### src/rtl/clock12_pkg.sv
// Shared types, reset constants and counter limits for the 12-hour BCD clock.
// Latency: n/a (declarations and a combinational helper only).
// Backpressure: n/a.
package clock12_pkg;

  // One BCD digit and a two-digit BCD value (tens in the upper nibble)
  typedef logic [3:0] bcd_digit_t;

  typedef struct packed {
    bcd_digit_t tens;
    bcd_digit_t ones;
  } bcd2_t;

  // Reset time is 12:00:00 AM
  localparam bcd2_t RST_HR  = 8'h12;
  localparam bcd2_t RST_MIN = 8'h00;
  localparam bcd2_t RST_SEC = 8'h00;

  // Counter limits; hours run 12,01..11 so the low limit is 01 and the high 12
  localparam bcd2_t HR_LO   = 8'h01;
  localparam bcd2_t HR_HI   = 8'h12;
  localparam bcd2_t MIN_LO  = 8'h00;
  localparam bcd2_t MIN_HI  = 8'h59;
  localparam bcd2_t SEC_LO  = 8'h00;
  localparam bcd2_t SEC_HI  = 8'h59;

  // The hour value whose increment flips AM/PM (11 -> 12)
  localparam bcd2_t HR_PM_FLIP = 8'h11;

  // Next value of a two-digit BCD counter bounded by [lo, hi]
  function automatic bcd2_t bcd2_step(input bcd2_t v, input bcd2_t lo, input bcd2_t hi);
    bcd2_t n;
    n = v;
    if (v == hi) begin
      n = lo;
    end else if (v.ones == 4'd9) begin
      n.tens = v.tens + 4'd1;
      n.ones = 4'd0;
    end else begin
      n.ones = v.ones + 4'd1;
    end
    return n;
  endfunction

endpackage

### src/rtl/clock12_bcd_counter.sv
// Two-digit BCD counter bounded by LO..HI with increment, clear and wrap-carry out.
// Latency: value updates 1 cycle after inc; wrap is combinational (inc while at HI).
// Backpressure: none; inc is acted on every cycle it is high.
module clock12_bcd_counter
  import clock12_pkg::*;
#(
  parameter bcd2_t LO      = 8'h00,
  parameter bcd2_t HI      = 8'h59,
  parameter bcd2_t RST_VAL = 8'h00
) (
  input  logic       clk,
  input  logic       rst,
  input  logic       clr,
  input  logic       inc,
  output logic [7:0] value,
  output logic       wrap
);

  bcd2_t cnt;

  // Count register: reset/clear load RST_VAL, inc steps within LO..HI
  always_ff @(posedge clk) begin
    if (rst || clr) begin
      cnt <= RST_VAL;
    end else if (inc) begin
      cnt <= bcd2_step(cnt, LO, HI);
    end
  end

  assign value = cnt;
  assign wrap  = inc && (cnt == HI);

endmodule

### src/rtl/clock12_core.sv
// 12-hour BCD time-of-day clock with set mode; optional alarm when CLOCK12_ALARM_EN is defined.
// Latency: time and sec_pulse update 1 cycle after prescaler wrap; alarm 1 cycle after match.
// Backpressure: none; all inputs are sampled every cycle and nothing stalls.
module clock12_core
  import clock12_pkg::*;
#(
  parameter int TICKS_PER_SEC = 10000000
) (
  input  logic       clk,
  input  logic       rst,
  input  logic       set_mode,
  input  logic       inc_hr,
  input  logic       inc_min,
  output logic [7:0] hr_bcd,
  output logic [7:0] min_bcd,
  output logic [7:0] sec_bcd,
  output logic       pm,
  output logic       sec_pulse
`ifdef CLOCK12_ALARM_EN
  ,
  input  logic [7:0] alarm_hr,
  input  logic [7:0] alarm_min,
  input  logic [0:0] alarm_pm,
  output logic [0:0] alarm
`endif
);

  localparam int PW = (TICKS_PER_SEC > 2) ? $clog2(TICKS_PER_SEC) : 1;
  localparam logic [PW-1:0] PRESC_LAST = PW'(TICKS_PER_SEC - 1);
  localparam logic [PW-1:0] PRESC_ONE  = PW'(1);

  logic [PW-1:0] presc;
  logic          sec_event;
  logic          sec_wrap;
  logic          min_wrap;
  logic          hr_wrap;
  logic          min_inc;
  logic          hr_inc;

  // Prescaler: held at 0 in set mode so run mode always starts a full second
  always_ff @(posedge clk) begin
    if (rst || set_mode) begin
      presc <= '0;
    end else if (presc == PRESC_LAST) begin
      presc <= '0;
    end else begin
      presc <= presc + PRESC_ONE;
    end
  end

  assign sec_event = !set_mode && (presc == PRESC_LAST);

  // In set mode the buttons drive minutes/hours and carries are cut;
  // in run mode the buttons are ignored and only carries advance the time.
  assign min_inc = set_mode ? inc_min : sec_wrap;
  assign hr_inc  = set_mode ? inc_hr  : min_wrap;

  clock12_bcd_counter #(
    .LO      (SEC_LO),
    .HI      (SEC_HI),
    .RST_VAL (RST_SEC)
  ) u_sec (
    .clk   (clk),
    .rst   (rst),
    .clr   (set_mode),
    .inc   (sec_event),
    .value (sec_bcd),
    .wrap  (sec_wrap)
  );

  clock12_bcd_counter #(
    .LO      (MIN_LO),
    .HI      (MIN_HI),
    .RST_VAL (RST_MIN)
  ) u_min (
    .clk   (clk),
    .rst   (rst),
    .clr   (1'b0),
    .inc   (min_inc),
    .value (min_bcd),
    .wrap  (min_wrap)
  );

  clock12_bcd_counter #(
    .LO      (HR_LO),
    .HI      (HR_HI),
    .RST_VAL (RST_HR)
  ) u_hr (
    .clk   (clk),
    .rst   (rst),
    .clr   (1'b0),
    .inc   (hr_inc),
    .value (hr_bcd),
    .wrap  (hr_wrap)
  );

  // AM/PM flips only on 11 -> 12, not on the 12 -> 01 counter wrap
  always_ff @(posedge clk) begin
    if (rst) begin
      pm <= 1'b0;
    end else if (hr_inc && (hr_bcd == HR_PM_FLIP)) begin
      pm <= ~pm;
    end
  end

  // One-cycle strobe aligned with the run-mode seconds update
  always_ff @(posedge clk) begin
    if (rst) begin
      sec_pulse <= 1'b0;
    end else begin
      sec_pulse <= sec_event;
    end
  end

`ifdef CLOCK12_ALARM_EN
  // Alarm follows a registered compare of the displayed time, run mode only
  always_ff @(posedge clk) begin
    if (rst) begin
      alarm <= 1'b0;
    end else begin
      alarm <= {!set_mode && (hr_bcd == alarm_hr) && (min_bcd == alarm_min) && (pm == alarm_pm[0])};
    end
  end
`endif

endmodule

### config.mk
export PLATFORM = sky130hd
export DESIGN_NAME = clock12_core
export DESIGN_NICKNAME = d
export VERILOG_FILES = /design/src/rtl/clock12_pkg.sv /design/src/rtl/clock12_bcd_counter.sv /design/src/rtl/clock12_core.sv
export SDC_FILE = /design/constraint.sdc
export NUM_CORES = 1
export LEC_CHECK = 0
export CAP_MARGIN = 15
export CORE_MARGIN = 2
export CORE_UTILIZATION = 59
export CTS_CLUSTER_DIAMETER = 200
export DETAILED_ROUTE_END_ITERATION = 16
export GPL_ROUTABILITY_DRIVEN = 0
export PLACE_DENSITY = 0.95
export SKIP_LAST_GASP = 1
export SLEW_MARGIN = 20
export SYNTH_ARGS = -nofsm -noshare
export SYNTH_HDL_FRONTEND = slang
export SYNTH_SLANG_ARGS = --single-unit
### constraint.sdc
create_clock -name clk -period 7.01 [get_ports clk]
set_input_delay 1.0515 -clock clk [delete_from_list [all_inputs] [get_ports clk]]
set_output_delay 1.0515 -clock clk [all_outputs]
set_load 0.005 [all_outputs]
Word level (Yosys, flattened, before mapping) --
Index checks and enable logic that the tools add are counted.
Storage, ports and cells: register bits after elaboration 50, output and inout port bits 26, logic and storage cells 49
Cells by class: add/subtract/negate cells 7, eq/ne operators 8, muxes and demuxes 11, bitwise operators 1, reduce and logical (&&, ||, !) cells 13
Operator list (count):
- $add 24x1->24 const B | 1
- $add 4x1->4 const B | 6
- $eq 24x24->1 const B | 1
- $mux 4 | 6
- $mux 8 | 3
- $eq 8x5->1 const B | 2
- $eq 8x7->1 const B | 2
- $eq 4x4->1 const B | 3
- $reduce_and 2->1 | 3
- $reduce_bool 2->1 | 3
- $logic_and 1x1->1 | 4
- $mux 1 | 2
- $reduce_or 2->1 | 1
- $logic_not 1->1 | 1
- $logic_or 1x1->1 | 1
- $not 1->1 | 1

Logic depth before layout (Yosys ltp) --
depth after elaboration 7, depth in mapped cells 10, depth with buffers taken out 8

Hierarchy --
From an unflattened synthesis, not the netlist that was laid out.
Second synthesis, totals: cells, all modules 293, area total of the unflattened synthesis 2593.7 um^2
By module, submodules not included:
- clock12_core | times used 1, cells an instance 147, area an instance 1285.0 um^2, sequential area each 520.5 um^2
- clock12_bcd_counter (u_min ...) | times used 2, cells an instance 50, area an instance 441.7 um^2, sequential area each 160.2 um^2
- clock12_bcd_counter (u_hr) | times used 1, cells an instance 46, area an instance 425.4 um^2, sequential area each 160.2 um^2

Worst setup path after synthesis --
Ideal clock, no wire load.
kind register -> register, start point register presc[8], end point register u_min.cnt, in the netlist u_min.value[5], arrival 2.391 ns, required time 6.939 ns, path slack 4.548 ns, cell stages (with the launch flop) 8, period minus slack after synthesis 2.462 ns, cells stage by stage dfxtp_1 -> nor4b_2 -> nand4_1 -> or4_1 -> buf_6 -> o41a_1 -> or4_1 -> a21oi_1
Between the ends: longest elaborated chain between the ends 5
RTL lines:
- start, declared | line clock12_core.sv:32 | logic [PW-1:0] presc;
- start signal, assigned | line clock12_core.sv:47 | presc <= presc + PRESC_ONE;
- $eq 24x24->1 | line clock12_core.sv:51 | assign sec_event = !set_mode && (presc == PRESC_LAST);
- $logic_and 1x1->1 | line clock12_core.sv:51
- $logic_and 1x1->1 | line clock12_bcd_counter.sv:31 | assign wrap = inc && (cnt == HI);
- $mux 1 | line clock12_core.sv:55 | assign min_inc = set_mode ? inc_min : sec_wrap;
- $reduce_and 2->1 (no line)
- end signal, assigned | line clock12_bcd_counter.sv:26 | cnt <= bcd2_step(cnt, LO, HI);
- end, declared | line clock12_bcd_counter.sv:19 | bcd2_t cnt;
Every way passes these cells. A chain may end at the register's enable or synchronous reset.

Final worst setup path --
start point input port set_mode, end point register u_sec.cnt, in the netlist u_sec.value[7]
Between the ends: longest elaborated chain between the ends 3, elaborated cells on any way between the ends 4, those cells by class reduce/logical (4)
RTL lines:
- start, declared | line clock12_core.sv:11 | input logic set_mode,
- $logic_not 1->1 | line clock12_core.sv:51
- $logic_and 1x1->1 | line clock12_core.sv:51
- $reduce_and 2->1 (no line)
- end signal, assigned | line clock12_bcd_counter.sv:26
- end, declared | line clock12_bcd_counter.sv:19
Several ways; a longest one is shown, not always the timed one.

==> flow_metrics.env <==
export IMPL_outcome="complete, no violations"
export IMPL_cap_violations=0
export IMPL_cp_start_kind="input pin"
export IMPL_critPathMaxFanout=12
export IMPL_critPathRequiredTime_ns=7.26
export IMPL_setup_viol=0
export IMPL_ctsHoldBuffers=0
export IMPL_power_density_nw_per_um2=179
export IMPL_wl_um=5450
export IMPL_first_pass_iters=4
export IMPL_timing_hold_ws_ns=0.471
export IMPL_fin_skew_ns=0.0120
export IMPL_synth_edf_count=0
export IMPL_syn2layout_area_growth_pct=17.2
export IMPL_dp_hpwl_um=3800
export IMPL_reg2reg_depth=7
export IMPL_wl_per_cell_um=14.8
export IMPL_cts_setup_buffers=0
export IMPL_finalHoldViolations=0
export IMPL_synth_main_ff_cell="dfxtp_1"
export IMPL_reg2reg_to="pm$_SDFFE_PP0P_"
export IMPL_cts_max_level=2
export IMPL_syn_mean_instance_area_um2=8.57
export IMPL_diodes=0
export IMPL_grt_use_total_pct=24.6
export IMPL_start_util_pct=61.7
export IMPL_drt_vias_per_instance=5.88
export IMPL_postSynthCellCount=290
export IMPL_clock_path_buffers=2
export IMPL_holdPathStages=1
export IMPL_peakVddDrop_uv=135
export IMPL_layout_area_seq_um2=1000
export IMPL_drv_slew=0
export IMPL_fp_dieH_um=68.9
export IMPL_grt_pass1_wl_um=8800
export IMPL_root_buffer="clkbuf_8"
export IMPL_grt_most_used_layer="met2"
export IMPL_r2r_start="presc[0]$_SDFF_PP0_"
export IMPL_power_leakage_nw=0.997
export IMPL_drive_above_1_share_pct=5.96
export IMPL_finalCritPeriodShare_pct=45.3
export IMPL_drt_initial_drc_count=257
export IMPL_via_count=2168
export IMPL_grt_antenna_before_repair=0
export IMPL_rsz0062_at_grt="false"
export IMPL_grt_pass1_vias=1972
export IMPL_holdCritStartpoint="presc[0]$_SDFF_PP0_"
export IMPL_port_buffers=30
export IMPL_synth_seq_cells=50
export IMPL_use_met3_pct=4.87
export IMPL_drcViolationCount=0
export IMPL_synth_area_um2=2480
export IMPL_synth_cell_types=42
export IMPL_multi_input_area_um2=1410
export IMPL_critPathKind="input pin to flip-flop"
export IMPL_min_period_ns=3.17
export IMPL_die_x_um=68.9
export IMPL_die_area_um2=4750
export IMPL_crit_arrival_ns=3.42
export IMPL_max_freq_mhz=315
export IMPL_final_common_cell="dfxtp_1"
export IMPL_insertion_delay_ns=0.31
export IMPL_tritoncts="built"
export IMPL_finalSetupTns_ns=0
export IMPL_synth_seq_area_share_pct=40.3
export IMPL_yosys_warnings=0
export IMPL_num_fill_cells=300
export IMPL_clkTransAtPathRegs_ns=0.09
export IMPL_core_um2=4030
export IMPL_async_flop_share_pct=0
export IMPL_antenna_left=0
export IMPL_worst_slew_pin_slew_ns=1.12
export IMPL_cts_made_buffers=5
export IMPL_cp_end_kind="flip-flop"
export IMPL_synth_nets=306
export IMPL_grt_start_max_net_pins=24
export IMPL_cts_sinks=50
export IMPL_use_met1_pct=31.3
export IMPL_grt_overflow=0
export IMPL_num_rows=23
export IMPL_ioPinCount=31
export IMPL_hold_class="flip-flop to flip-flop"
export IMPL_r2r_setup_slack_ns=3.86
export IMPL_grtUsageMet2_pct=40.4
export IMPL_layout_common_cells="dfxtp_1 (50), nor2_1 (46), clkdlybuf4s50_1 (30)"
export IMPL_nets=334
export IMPL_holdPathEnd="presc[0]$_SDFF_PP0_"
export IMPL_cts_resized=0
export IMPL_maxSlewHeadroom_pct=24.3
==> state kept, by name (all words and copies together) (netlist names) <==
register     count
sec_pulse        1
u_hr.value       8
presc           24
u_min.value      8
u_sec.value      8
pm               1
==> power breakdown <==
group,switching [mW],internal (mW),total [mW]
Combinational,0.0216,0.0185,0.0401
Sequential,0.00650,0.288,0.294
Clock,0.0965,0.0905,0.187
==> logic make-up after synthesis <==
kind of cell             share of synthesized area [%]
adder cells (fa/ha/maj)                           5.54
buffers and inverters                             3.02
multiplexers                                      2.87
AND/OR/NAND/NOR                                   28.9
flip-flops                                        40.3
AO/OA/AOI/OAI                                     11.6
XOR/XNOR                                          7.75
==> metrics by stage <==
stage	total power, mW	std cells	util [%]	cell area (µm²)	setup slack, ns
finish	0.522	369	72.3	2910	3.84
global route	0.539	369	72.3	2910	3.60
CTS	0.524	369	72.3	2910	3.89
detailed placement	0.340	361	69.7	2810	3.69
global placement	0.338	361	69.7	2810	3.86
floorplan	0.324	290	-	2480	4.55
==> per-layer routing <==
layer | wire length [µm] | share of wire (%) | vias up
li1 | - | - | 1080
met1 | 2450 | 45 | 1011
met2 | 2640 | 48 | 63
met3 | 236 | 4.3 | 14
met4 | 133 | 2.4 | 0
met5 | 0 | 0 | -
==> cells in the mapped netlist, types with 2 or more instances <==
cell	n	area (µm²)
o21ai_0	17	85.1
nor2b_1	7	43.8
dfxtp_1	50	1000
xor2_1	14	123
or2_2	4	25.0
xnor2_1	8	70.1
nand3b_1	3	22.5
mux2i_1	6	60.1
nand2_1	19	71.3
nand4_1	6	37.5
ha_1	11	138
or3_1	10	62.6
o211ai_1	2	15.0
nand4b_1	2	17.5
nor4_1	2	12.5
inv_1	9	33.8
o31ai_1	2	15.0
and3_1	4	25.0
clkbuf_1	8	30.0
nand2b_1	3	18.8
nor2_1	46	173
a21oi_1	17	85.1
nor3_1	2	10.0
nand3_1	14	70.1
or4_1	5	37.5
and3b_1	3	26.3
==> critical path, cell delays in order <==
cell	delay, ns
clkdlybuf4s50_1	0.64
nor4_1	1.04
nand4_1	0.21
or3_1	0.35
a21oi_1	0.13
==> final cells by class <==
cell class                      instances  share of cell area [%]
Multi-Input combinational cell        222                    48.4
Sequential cell                        50                    34.4
Inverter                                9                    1.16
Clock buffer                            7                    3.31
Clock inverter                          1                   0.301
Timing Repair Buffer                   30                    10.3
Tap cell                               50                    2.15
==> worst max path at each step <==
stage	end	slack (ns)	cells past startpoint	start
after detailed placement	u_sec.value[7]$_SDFFE_PP0P_	3.69	5	set_mode
final	u_sec.value[7]$_SDFFE_PP0P_	3.84	5	set_mode
after global placement	presc[22]$_SDFF_PP0_	3.86	4	rst
after CTS	pm$_SDFFE_PP0P_	3.89	7	presc[0]$_SDFF_PP0_
after floorplan	u_min.value[5]$_SDFFE_PP0P_	4.55	7	presc[8]$_SDFF_PP0_
after global routing	pm$_SDFFE_PP0P_	3.60	7	presc[0]$_SDFF_PP0_
(Power assumes the default switching activity.)
